File: src/rtl/risc_v_32i_pkg.sv
// Shared RV32I definitions for the load/store path: register width,
// memory funct3 size/sign codes, LSU state encoding and access checking.
package risc_v_32i;

    localparam int REG_SIZE = 32;

    localparam logic [2:0] F3_B  = 3'b000;
    localparam logic [2:0] F3_H  = 3'b001;
    localparam logic [2:0] F3_W  = 3'b010;
    localparam logic [2:0] F3_BU = 3'b100;
    localparam logic [2:0] F3_HU = 3'b101;

    typedef enum logic [1:0] {
        LSU_IDLE,
        LSU_REQ,
        LSU_WAIT,
        LSU_RESP
    } lsu_state_t;

    // True when an access must be rejected without touching memory:
    // an unsupported funct3 for the direction, or an address that is not
    // naturally aligned for the access size.
    function automatic logic lsu_access_error(
        input logic       we,
        input logic [2:0] funct3,
        input logic [1:0] addr_lo
    );
        logic illegal;
        logic misaligned;
        if (we) begin
            illegal = (funct3 >= 3'b011);
        end else begin
            illegal = (funct3 == 3'b011) || (funct3 == 3'b110) || (funct3 == 3'b111);
        end
        misaligned = ((funct3[1:0] == F3_H[1:0]) && addr_lo[0]) ||
                     ((funct3[1:0] == F3_W[1:0]) && (addr_lo != 2'b00));
        return illegal || misaligned;
    endfunction

endpackage

File: src/rtl/lsu_align.sv
// Purely combinational lane logic for the LSU: byte enables and data
// replication for stores, lane selection and sign/zero extension for loads.
module lsu_align
    import risc_v_32i::*;
(
    input  logic [1:0]          st_size,
    input  logic [1:0]          st_addr_lo,
    input  logic [REG_SIZE-1:0] st_data,
    output logic [3:0]          st_be,
    output logic [REG_SIZE-1:0] st_wdata,
    input  logic [2:0]          ld_funct3,
    input  logic [1:0]          ld_addr_lo,
    input  logic [REG_SIZE-1:0] ld_word,
    output logic [REG_SIZE-1:0] ld_data
);

    logic [7:0]  ld_byte;
    logic [15:0] ld_half;

    // Store side: enables follow the size and low address bits, and the data
    // is replicated so the selected lanes carry it whatever the offset.
    always_comb begin
        st_be    = 4'b0000;
        st_wdata = st_data;
        case (st_size)
            F3_B[1:0]: begin
                st_be    = 4'b0001 << st_addr_lo;
                st_wdata = {4{st_data[7:0]}};
            end
            F3_H[1:0]: begin
                st_be    = st_addr_lo[1] ? 4'b1100 : 4'b0011;
                st_wdata = {2{st_data[15:0]}};
            end
            F3_W[1:0]: begin
                st_be    = 4'b1111;
                st_wdata = st_data;
            end
            default: begin
                st_be    = 4'b0000;
                st_wdata = st_data;
            end
        endcase
    end

    // Load side: pick the addressed lane of the returned word, then extend
    // it to full register width according to the signedness in funct3.
    always_comb begin
        ld_byte = ld_word[7:0];
        case (ld_addr_lo)
            2'b00:   ld_byte = ld_word[7:0];
            2'b01:   ld_byte = ld_word[15:8];
            2'b10:   ld_byte = ld_word[23:16];
            default: ld_byte = ld_word[31:24];
        endcase
        ld_half = ld_addr_lo[1] ? ld_word[31:16] : ld_word[15:0];
        case (ld_funct3)
            F3_B:    ld_data = {{(REG_SIZE-8){ld_byte[7]}}, ld_byte};
            F3_BU:   ld_data = {{(REG_SIZE-8){1'b0}}, ld_byte};
            F3_H:    ld_data = {{(REG_SIZE-16){ld_half[15]}}, ld_half};
            F3_HU:   ld_data = {{(REG_SIZE-16){1'b0}}, ld_half};
            default: ld_data = ld_word;
        endcase
    end

endmodule

File: src/rtl/load_store_unit.sv
// RV32I load/store unit: accepts one access at a time from execute, issues a
// word-aligned request on a gnt/rvalid memory port and returns a one-cycle
// completion pulse with writeback data or an error flag.
module load_store_unit
    import risc_v_32i::*;
#(
    parameter int TIMEOUT_CYCLES = 255
) (
    input  logic                clk,
    input  logic                rst,
    input  logic                req_valid,
    output logic                req_ready,
    input  logic                req_we,
    input  logic [2:0]          req_funct3,
    input  logic [REG_SIZE-1:0] req_addr,
    input  logic [REG_SIZE-1:0] req_wdata,
    input  logic [4:0]          req_rd,
    output logic                mem_req,
    output logic                mem_we,
    output logic [REG_SIZE-1:0] mem_addr,
    output logic [3:0]          mem_be,
    output logic [REG_SIZE-1:0] mem_wdata,
    input  logic                mem_gnt,
    input  logic                mem_rvalid,
    input  logic [REG_SIZE-1:0] mem_rdata,
    output logic                rsp_valid,
    output logic [4:0]          rsp_rd,
    output logic [REG_SIZE-1:0] rsp_data,
    output logic                rsp_err
);

    localparam int TW = $clog2(TIMEOUT_CYCLES + 1);
    localparam logic [TW-1:0] TIMER_LAST = TW'(TIMEOUT_CYCLES - 1);

    lsu_state_t          state;
    logic                r_we;
    logic [2:0]          r_funct3;
    logic [1:0]          r_addr_lo;
    logic [4:0]          r_rd;
    logic [TW-1:0]       timer;

    logic [3:0]          align_be;
    logic [REG_SIZE-1:0] align_wdata;
    logic [REG_SIZE-1:0] align_load;

    // Store lanes come straight from the incoming request so they can be
    // registered onto the memory port at accept; load extraction uses the
    // request fields captured at accept together with the returned word.
    lsu_align u_align (
        .st_size    (req_funct3[1:0]),
        .st_addr_lo (req_addr[1:0]),
        .st_data    (req_wdata),
        .st_be      (align_be),
        .st_wdata   (align_wdata),
        .ld_funct3  (r_funct3),
        .ld_addr_lo (r_addr_lo),
        .ld_word    (mem_rdata),
        .ld_data    (align_load)
    );

    // Access sequencer: all outputs are registered; the shared REQ+WAIT timer
    // bounds how long a stalled memory can hold the unit before it errors out.
    always_ff @(posedge clk) begin
        if (rst) begin
            state     <= LSU_IDLE;
            req_ready <= 1'b1;
            mem_req   <= 1'b0;
            mem_we    <= 1'b0;
            mem_addr  <= '0;
            mem_be    <= 4'b0000;
            mem_wdata <= '0;
            rsp_valid <= 1'b0;
            rsp_err   <= 1'b0;
            rsp_data  <= '0;
            rsp_rd    <= 5'd0;
            r_we      <= 1'b0;
            r_funct3  <= 3'b000;
            r_addr_lo <= 2'b00;
            r_rd      <= 5'd0;
            timer     <= '0;
        end else begin
            case (state)
                LSU_IDLE: begin
                    if (req_valid) begin
                        req_ready <= 1'b0;
                        r_we      <= req_we;
                        r_funct3  <= req_funct3;
                        r_addr_lo <= req_addr[1:0];
                        r_rd      <= req_rd;
                        timer     <= '0;
                        if (lsu_access_error(req_we, req_funct3, req_addr[1:0])) begin
                            state     <= LSU_RESP;
                            rsp_valid <= 1'b1;
                            rsp_err   <= 1'b1;
                            rsp_data  <= '0;
                            rsp_rd    <= req_rd;
                        end else begin
                            state     <= LSU_REQ;
                            mem_req   <= 1'b1;
                            mem_we    <= req_we;
                            mem_addr  <= {req_addr[REG_SIZE-1:2], 2'b00};
                            mem_be    <= align_be;
                            mem_wdata <= align_wdata;
                        end
                    end
                end
                LSU_REQ: begin
                    if (mem_gnt) begin
                        mem_req <= 1'b0;
                        timer   <= timer + 1'b1;
                        if (r_we) begin
                            state     <= LSU_RESP;
                            rsp_valid <= 1'b1;
                            rsp_err   <= 1'b0;
                            rsp_data  <= '0;
                            rsp_rd    <= r_rd;
                        end else begin
                            state <= LSU_WAIT;
                        end
                    end else if (timer >= TIMER_LAST) begin
                        mem_req   <= 1'b0;
                        state     <= LSU_RESP;
                        rsp_valid <= 1'b1;
                        rsp_err   <= 1'b1;
                        rsp_data  <= '0;
                        rsp_rd    <= r_rd;
                    end else begin
                        timer <= timer + 1'b1;
                    end
                end
                LSU_WAIT: begin
                    if (mem_rvalid) begin
                        state     <= LSU_RESP;
                        rsp_valid <= 1'b1;
                        rsp_err   <= 1'b0;
                        rsp_data  <= align_load;
                        rsp_rd    <= r_rd;
                    end else if (timer >= TIMER_LAST) begin
                        state     <= LSU_RESP;
                        rsp_valid <= 1'b1;
                        rsp_err   <= 1'b1;
                        rsp_data  <= '0;
                        rsp_rd    <= r_rd;
                    end else begin
                        timer <= timer + 1'b1;
                    end
                end
                LSU_RESP: begin
                    state     <= LSU_IDLE;
                    rsp_valid <= 1'b0;
                    rsp_err   <= 1'b0;
                    rsp_data  <= '0;
                    req_ready <= 1'b1;
                end
                default: begin
                    state     <= LSU_IDLE;
                    req_ready <= 1'b1;
                    mem_req   <= 1'b0;
                    rsp_valid <= 1'b0;
                end
            endcase
        end
    end

endmodule

File: config.mk
export PLATFORM = sky130hd
export DESIGN_NAME = load_store_unit
export DESIGN_NICKNAME = d
export VERILOG_FILES = /design/src/rtl/risc_v_32i_pkg.sv /design/src/rtl/lsu_align.sv /design/src/rtl/load_store_unit.sv
export SDC_FILE = /design/constraint.sdc
export NUM_CORES = 1
export LEC_CHECK = 0
export BUFFER_PORTS_ARGS = -buffer_cell sky130_fd_sc_hd__buf_2
export CAP_MARGIN = 20
export CORE_MARGIN = 3
export CORE_UTILIZATION = 25
export CTS_BUF_LIST = sky130_fd_sc_hd__clkbuf_4
export DETAILED_ROUTE_END_ITERATION = 10
export GPL_TIMING_DRIVEN = 0
export HOLD_SLACK_MARGIN = 0.03
export MAX_ROUTING_LAYER = met4
export PLACE_DENSITY = 0.49
export SLEW_MARGIN = 25
export SYNTH_ARGS = -nofsm -noshare
export SYNTH_HDL_FRONTEND = slang
export SYNTH_SLANG_ARGS = --single-unit
File: constraint.sdc
create_clock -name clk -period 2.64 [get_ports clk]
set_clock_uncertainty 0.05 [all_clocks]
set_input_delay 0.132 -clock clk [delete_from_list [all_inputs] [get_ports clk]]
set_output_delay 0.132 -clock clk [all_outputs]
set_load 0.05 [all_outputs]
==> impl_metrics.tcl <==
set metrics [dict create \
    coreArea_mm2 0.02446 \
    cpPeakStageDelay_ps 390 \
    portBuffers 217 \
    cts_buffers 17 \
    drv_cap 0 \
    dieArea_mm2 0.02702 \
    fin_nets 1256 \
    synth_cell_types 59 \
    synthFlopType "dfxtp_1" \
    crit_arrival_ps 2900 \
    syn_to_final_growth_pct 46.49 \
    die_h_um 164.4 \
    dp_worst_setup_slack_ps 28.18 \
    powerDensity_mw_per_mm2 698.3 \
    relSlewSlack 0.4313 \
    dp_hpwl_um 18280 \
    drive_gt1_frac 0.2637 \
    vdd_drop_max_mv 0.3749 \
    cp-start-kind "flop" \
    whs_path_depth 4 \
    wirelength_um 24510 \
    grt_pass1_wl_um 38180 \
    cp.depth 10 \
    worst_slack_ps 156.3 \
    run_status "finished clean" \
    viasPerCell 4.773 \
    slowest_stage "dfxtp_2" \
    min_period_ps 2484 \
    finalHoldViolCount 0 \
    clkTransAtPathRegs_ps 120 \
    place_congestion 0.8613 \
    syn_inst 796 \
    regArea_mm2 0.002584 \
    path_class "reg2reg" \
    root_buffer "clkbuf_4" \
    ys_warn_count 0 \
    cp_num_buf_inv 4 \
    grt_usage 0.1846 \
    grt_max_degree 17 \
    worst_pin_slew_ps 847.4 \
    htreeDepth 4 \
    rows 57 \
    remaining_drc_errors 0 \
    cts.sinks 129 \
    cpLargestDelayFamily "simple AND/OR/NAND/NOR gates" \
    hold_slack_ps 146.3 \
    routedWlPerCell_um 16.58 \
    setup-violations-final 0 \
    grt_antenna_before_repair 1 \
    critPathRequiredTime_ps 3060 \
    num_vias 7054 \
    multi_input_area_mm2 0.003436 \
    drt_iter0_markers 363 \
    hold_class "in2reg" \
    ys_seq_elements 129 \
    stdcell_count 1478 \
    synth_edf_count 0 \
    fin_crit_sh 0.9408 \
    pin_count 220 \
    drtAntennaViolNets 0 \
    dieWidth_um 164.4 \
    max_freq_ghz 0.4026 \
    initial_utilization 0.2564 \
    post_cts_buffers 0 \
    synthArstFlopShare 0 \
    cp_max_fo 10 \
    syn_area_per_cell_um2 7.878 \
    dr.pass1.iters 6 \
    netlist_area_mm2 0.006271 \
    first_global_vias 6988 \
    clk_path_buf_depth 2 \
    leakage_nw 3.874 \
    crit_chain "inv_1, ha_1, and3b_1, clkbuf_1, nor2_2, nand3_4, or3_1, buf_2, buf_6, o211ai_2" \
    fill_cells 2583 \
    synth.yosys.seq_area_share 0.4118 \
    clk_latency_ps 530 \
    dp.cells 1338 \
    overflow 0 \
    cts_tree "built" \
    rr_worst_depth 10 \
    slew_viol_final 0 \
    endpoint_kind "flop" \
]
-- stage by stage --
step                TNS [ps]  total power, mW  cell area, um^2  utilization
finish                     0            6.415             9186       0.3755
global placement           0            4.793             7766       0.3175
CTS                        0            6.432             9153       0.3742
floorplan                  0            4.047             6275            -
detailed placement         0            4.791             7766       0.3175
global route          -1.854            6.794             9186       0.3755
-- sequential cells by signal, summed over array words and instances (netlist names) --
register and cells:
mem_we 1, mem_req 1, mem_addr 30, timer 8, r_rd 5, state 2
r_funct3 3, mem_be 4, r_addr_lo 2, req_ready 1, rsp_rd 5, r_we 1
rsp_err 1, mem_wdata 32, rsp_valid 1, rsp_data 32
-- cell usage after synthesis (all sizes together) (3+ instances only) --
cell type / number / area (um^2)
nand2: 190 / 713.2
dfxtp: 129 / 2582
a21oi: 109 / 545.5
nor2: 57 / 214.0
o21ai: 41 / 205.2
clkbuf: 34 / 127.6
o211ai: 25 / 237.7
buf: 22 / 117.6
nand3b: 18 / 135.1
a211oi: 16 / 120.1
mux2i: 16 / 160.2
nand3: 12 / 65.06
inv: 11 / 41.29
a311oi: 10 / 87.58
and2: 9 / 56.30
mux2: 9 / 101.4
a221o: 7 / 70.07
a22o: 7 / 61.31
nand2b: 7 / 43.79
nor2b: 7 / 51.30
ha: 6 / 75.07
a32oi: 5 / 43.79
a31oi: 4 / 25.02
nor3: 4 / 25.02
nor4: 4 / 31.28
a221oi: 3 / 26.28
nor3b: 3 / 22.52
o22ai: 3 / 18.77
or3: 3 / 18.77
-- layer usage --
layer  GRT usage  routed length, um  part of all wire
met5           -                  0                 0
met4     0.05185                445             0.018
met3     0.04088               1427             0.058
met2      0.2976              11760              0.48
met1      0.2340              10870              0.44
-- cells in the final DEF (no fill, tap or decap), types with 4 or more instances in the layout --
cell	count
a221o_1	7
a211oi_1	16
a32oi_1	5
o21ai_0	39
nand2_1	190
and2_1	9
nand3b_1	18
ha_1	6
dlygate4sd3_1	107
nor2_1	56
a31oi_1	4
mux2i_1	16
buf_2	233
a311oi_1	10
inv_1	11
nand2b_1	7
nand3_1	11
nor2b_1	6
o211ai_2	10
clkbuf_1	30
mux2_2	9
dfxtp_1	128
clkbuf_4	17
clkinv_4	4
a21oi_1	109
o211ai_1	15
a22o_1	7
clkbuf_2	4
-- area by class of cell --
cell class	count	share of cell area
diodes	1	0.0002724
multi-input cells	601	0.3740
plain buffers	56	0.02724
well taps	324	0.04413
repair buffers	324	0.2348
clock buffers	17	0.01389
clock inverters	15	0.01989
inverters	11	0.004495
flip-flops and latches	129	0.2813
-- worst register-to-register path, delay by kind of cell (launching register included) --
kind                     cells  cell delay [ps]
AO/OA/AOI/OAI                1              160
adder cells (fa/ha/maj)      1              250
buffers and inverters        4              620
flip-flops                   1              390
AND/OR/NAND/NOR              4              950
-- what timing repair did --
| action | 4_1_cts | 5_1_grt |
|---|---|---|
| hold buffers | 107 | 0 |
| gates resized for setup | 1 | 13 |
| endpoints found under the setup margin | 4 | 28 |
| hold endpoints to repair | 116 | 0 |
-- final timing paths --
kind                                          startpoint                        end  slack (ps)
worst max-delay path               state[1]$_SDFFE_PP0N_  rsp_data[23]$_SDFFE_PP0P_         160
worst min-delay path                       req_funct3[1]   r_funct3[1]$_SDFFE_PP0P_         150
worst max register to register     state[1]$_SDFFE_PP0N_  rsp_data[23]$_SDFFE_PP0P_         160
worst min register to register  rsp_data[2]$_SDFFE_PP0P_   rsp_data[2]$_SDFFE_PP0P_         410
-- logic make-up (layout without fill, tap and decap cells) --
family          after synthesis  count (layout)  share of synthesized area
simple gates                326             326                     0.2388
compound gates              241             241                     0.2458
flops                       129             129                     0.4118
buf+inv                      67             423                    0.04569
mux                          26              26                    0.04529
fa+ha+maj                     6               6                    0.01197
other cells                   1               3                  0.0005980
-- where the power goes --
group | switching (mW) | internal [mW]
logic | 1.80 | 0.805
registers | 0.145 | 2.16
clock network | 0.839 | 0.665
total | 2.79 | 3.63
No activity file was read; power rests on OpenSTA's default activity.
